$ cat src/rtl/pe16_ctrl.sv
// pe16_ctrl: sequencing controller for one radix-2^2 SDF FFT stage.
// It tracks the sample index, issues butterfly/-j selects one cycle ahead
// of the data, advances the delay FIFO, tags stage outputs, and runs a
// SPAN-cycle drain that pushes out the FIFO contents after the last frame.
module pe16_ctrl #(
   parameter int IDX_W = 6,
   parameter int SPAN  = 16
) (
   input  logic clk,
   input  logic rst,
   input  logic in_valid,
   input  logic in_first,
   input  logic flush,
   output logic s0,
   output logic s1,
   output logic w_en,
   output logic r_en,
   output logic out_valid,
   output logic out_first,
   output logic busy,
   output logic err
);

   localparam int CNT_W = IDX_W - 2;
   localparam logic [IDX_W-1:0] SPAN_IDX = IDX_W'(SPAN);

   typedef enum logic {ST_IDLE, ST_DRAIN} state_t;

   state_t             state, state_nxt;
   logic [IDX_W-1:0]   idx, nxt;
   logic [CNT_W-1:0]   cnt;
   logic               primed;
   logic               acc, drain_go, drain_done, err_ev;
   logic [1:0]         quad;
   // tag = {valid, first}; stage 1 and stage 2 of the output delay
   logic [1:0]         tag, p1, p2;

   // State register for the idle/drain controller
   always_ff @(posedge clk) begin
      if (rst) state <= ST_IDLE;
      else     state <= state_nxt;
   end

   // Next state, selects, output tag and protocol-error detection
   always_comb begin
      state_nxt  = state;
      s0         = 1'b0;
      s1         = 1'b0;
      busy       = (state == ST_DRAIN);
      nxt        = in_first ? '0 : idx;
      quad       = nxt[IDX_W-1:IDX_W-2];
      acc        = in_valid & (state == ST_IDLE);
      drain_go   = flush & ~in_valid & (state == ST_IDLE) & primed;
      drain_done = (state == ST_DRAIN) & (cnt == '1);
      tag        = 2'b00;

      case (state)
         ST_IDLE:  if (drain_go)   state_nxt = ST_DRAIN;
         ST_DRAIN: if (drain_done) state_nxt = ST_IDLE;
         default:                  state_nxt = ST_IDLE;
      endcase

      // Drain feeds zeros through the -j path; reset suppresses it
      if (state == ST_DRAIN) begin
         s1  = ~rst;
         tag = 2'b10;
      end else if (acc) begin
         s0  = nxt[IDX_W-2];
         s1  = (quad == 2'b00) & primed;
         // first frame: nothing meaningful leaves the stage until index SPAN
         tag = {(quad != 2'b00) | primed, nxt == SPAN_IDX};
      end

      err_ev = (flush & (in_valid | busy | ~primed))
             | (in_valid & busy)
             | (acc & in_first & (idx != '0));
   end

   // Index/primed tracking, drain counter, FIFO strobe and output pipe
   always_ff @(posedge clk) begin
      if (rst) begin
         idx    <= '0;
         primed <= 1'b0;
         cnt    <= '0;
         err    <= 1'b0;
         w_en   <= 1'b0;
         p1     <= '0;
         p2     <= '0;
      end else begin
         w_en <= in_valid | busy;
         p1   <= tag;
         p2   <= p1;
         if (err_ev) err <= 1'b1;
         if (acc) begin
            idx <= nxt + 1'b1;
            if (nxt == SPAN_IDX) primed <= 1'b1;
         end
         if (drain_go) cnt <= '0;
         else if (busy) cnt <= cnt + 1'b1;
         if (drain_done) begin
            primed <= 1'b0;
            idx    <= '0;
         end
      end
   end

   assign r_en      = w_en;
   assign out_valid = p2[1];
   assign out_first = p2[1] & p2[0];

endmodule

$ cat config.mk
export PLATFORM = sky130hd
export DESIGN_NAME = pe16_ctrl
export DESIGN_NICKNAME = d
export VERILOG_FILES = /design/src/rtl/pe16_ctrl.sv
export SDC_FILE = /design/constraint.sdc
export NUM_CORES = 1
export LEC_CHECK = 0
export CORE_UTILIZATION = 45
export CTS_CLUSTER_DIAMETER = 40
export DETAILED_ROUTE_END_ITERATION = 12
export PLACE_DENSITY_LB_ADDON = 0.25
export SETUP_SLACK_MARGIN = 0.2
export SYNTH_ARGS = -nofsm -noshare
export SYNTH_HDL_FRONTEND = slang
export SYNTH_SLANG_ARGS = --single-unit
$ cat constraint.sdc
create_clock -name clk -period 1.45 [get_ports clk]
set_clock_uncertainty 0.05 [all_clocks]
set_input_delay 0.145 -clock clk [delete_from_list [all_inputs] [get_ports clk]]
set_output_delay 0.145 -clock clk [all_outputs]
set_load 0.01 [all_outputs]
==> metrics.md <==
| Metric | Value |
|---|---|
| Outcome | `complete, but fails checks` |
| Failing checks | `negative setup slack` |
| Main synth FF type | `dfxtp_1` |
| Dpl cells | `126` |
| Die span in x | `43.7 um` |
| CP Launch Type | `flop` |
| Clock Latency Late Sink | `300 ps` |
| CP arrival | `1650 ps` |
| DRC | `0` |
| Avg Cell Area, Syn | `8.89 sq um` |
| Die area | `1910 sq um` |
| IO Count | `13` |
| Post-Synth XOR/XNOR Area | `3.36%` |
| Ranking of synthesized cells by area | `dfxtp_1 (46%), a21oi_1 (5.8%), nor2_1 (4.3%)` |
| Count leader, synth | `dfxtp_1` |
| Hold Violations, Final | `0` |
| Ys async rst share | `0%` |
| CTS tree | `yes` |
| Row count | `14` |
| Core area | `1560 sq um` |
| Drt pass-1 iters | `4` |
| Sequential-to-total area share from yosys stat | `46.1%` |
| Min Tclk post-route | `1460 ps` |
| Final worst slack | `-6.32 ps` |
| RSZ-0062 raised after global routing | `true` |
| Max-cap viol count | `0` |
| Synth unique cells | `33` |
| Area occupied by multi-input gates | `450 sq um` |
| GPL Wtd Cong | `0.781` |
| CTS root buf | `clkbuf_4` |
| Fill count | `116` |
| Worst-case clock buffer depth | `2` |
| Area leader, netlist | `dfxtp_1` |
| GRT overflow | `0` |
| Synth cell count leaders | `dfxtp_1 (18), a21oi_1 (9), nor2_1 (9)` |
| Mapped cell area | `782 sq um` |
| Net count after synthesis | `94` |
| Antenna diode count | `0` |
| Nets | `125` |
| CTS sink cnt | `18` |
| Initial antenna violation count | `0` |
| Adder-cell share of the synthesized area | `1.60%` |
| VDD IR max | `0.000872 V` |
| Instance count of the mapped netlist | `88` |
| Ratio of cells with drive above 1 in the final layout | `34.7%` |
| Simple-gate portion of the synthesized area | `23.4%` |
| Worst-path clk slew | `100 ps` |
| Die H | `43.7 um` |
| Kind of critical path | `reg2reg` |
| IO buf count | `12` |
| DR iter-0 viols | `11` |
| Vias/cell | `5.66` |
| Dpl hpwl | `1170 um` |
| Period utilization | `100%` |
| Final WL | `1820 um` |
| Largest family of logic cells by synthesized area | `simple AND/OR/NAND/NOR gates` |
| Final ANT Viol Nets | `0` |
| Finished Layout Cells | `134` |
| Max-slew violations | `0` |
| Vias | `758` |
| Compound-Gate Fraction of Synth Area | `18.6%` |
| Num CTS Buffers | `3` |
| Number of synthesized flops with an enable pin | `0` |
| Yosys warnings | `0` |
| P_leak | `0.452 nW` |
| WP data required | `1640 ps` |
| Vias in the first global route | `661` |
| WL per Instance | `13.6 um` |
| H-tree levels | `1` |
| Reg area | `363 sq um` |
| Post-layout util | `73.7%` |
| First-pass GRT wire length | `2770 um` |
| GRT Total Usage | `20.5%` |
| Largest net degree at the start of global routing | `11` |
| Hold Crit Class | `reg2reg` |
| Dpl ws | `-445 ps` |
| Area growth from synthesis to layout | `46.9%` |
| Worst slew margin | `77.2%` |
| Yosys top cell area share | `46.1%` |
| Starting Density | `50.2%` |
| Power Density | `789 nW/um^2` |
| Worst Path Max Fanout | `4` |
| Critical Path Sink Type | `flop` |
| Worst Tran Pin Value | `340 ps` |
| Final setup fails | `1` |
| Synth Register Bits | `18` |
| Mux cell area share after synthesis | `2.72%` |
| Fmax | `687 MHz` |
| Fin Setup TNS | `-6.32 ps` |
-- area by class of cell --
class,count,share of cell area [%]
clock buffer,4,3.16
inverter,5,1.63
multi-input combinational,62,39.2
sequential,18,31.6
tap,16,1.74
timing repair buffer,29,22.7
-- worst paths after layout --
check	startpoint	endpoint	slack, ps	cells past startpoint
max	busy	idx[5]	-6	3
min	p1[1]	p2[1]	400	1
max reg2reg	busy	idx[5]	-6	3
min reg2reg	p1[1]	p2[1]	400	1
-- where the power goes --
part / leakage [nW] / switching (mW) / total [mW] / internal, mW
clock: 0.0210 / 0.153 / 0.306 / 0.153
combinational: 0.284 / 0.0455 / 0.0939 / 0.0484
sequential: 0.147 / 0.00563 / 0.506 / 0.501
-- repair_timing --
| item | 4_1_cts | 5_1_grt |
|---|---|---|
| setup endpoints to repair | 16 | 14 |
| hold buffers | 0 | 0 |
| pin swaps | 10 | 3 |
| gates resized for setup | 35 | 9 |
| setup buffers | 1 | 3 |
| hold endpoints to repair | 0 | 0 |
| gates cloned | 0 | 0 |
-- placed cells by master, fill, tap and decap left out, drive strengths merged, types with 4 or more instances in the layout --
cell	n
buf	19
dfxtp	18
nor2	9
a21oi	9
dlygate4sd2	6
o21ai	6
inv	5
nand3b	4
clkbuf	4
-- worst max-delay path, cell delays in order, from the launching register on --
cell,delay [ps]
dfxtp_2,350
or3b_4,390
or4_1,490
a21oi_2,120
-- metrics by stage --
stage | hold slack, ps | instance area (sq um) | total power, mW
6_report | 399 | 1150 | 0.907
3_3_place_gp | 372 | 1010 | 0.604
4_1_cts | 363 | 1090 | 0.911
5_1_grt | 417 | 1150 | 0.941
3_5_place_dp | 377 | 1010 | 0.605
2_1_floorplan | 164 | 791 | 0.554
-- kinds of logic after synthesis --
kind of cell	after synthesis
adders and majority gates	1
AOI/OAI and AO/OA	24
and+or+nand+nor	32
xor gates and xnor gates	3
muxes	2
buffers and inverters	8
DFF	18
-- layer usage --
metal  share of wire, %  global-route usage [%]  routed length [um]
met5                  0                       0                   0
met4                2.1                    11.3                  39
met3                4.3                    7.50                  78
met2                 51                    34.9                 934
met1                 42                    21.6                 766
-- sequential cells by signal, summed over array words and instances, names as in the netlist --
register / count
p1: 2
busy: 1
primed: 1
idx: 6
p2: 2
r_en: 1
err: 1
cnt: 4
Power figures use the tool's default switching activity.
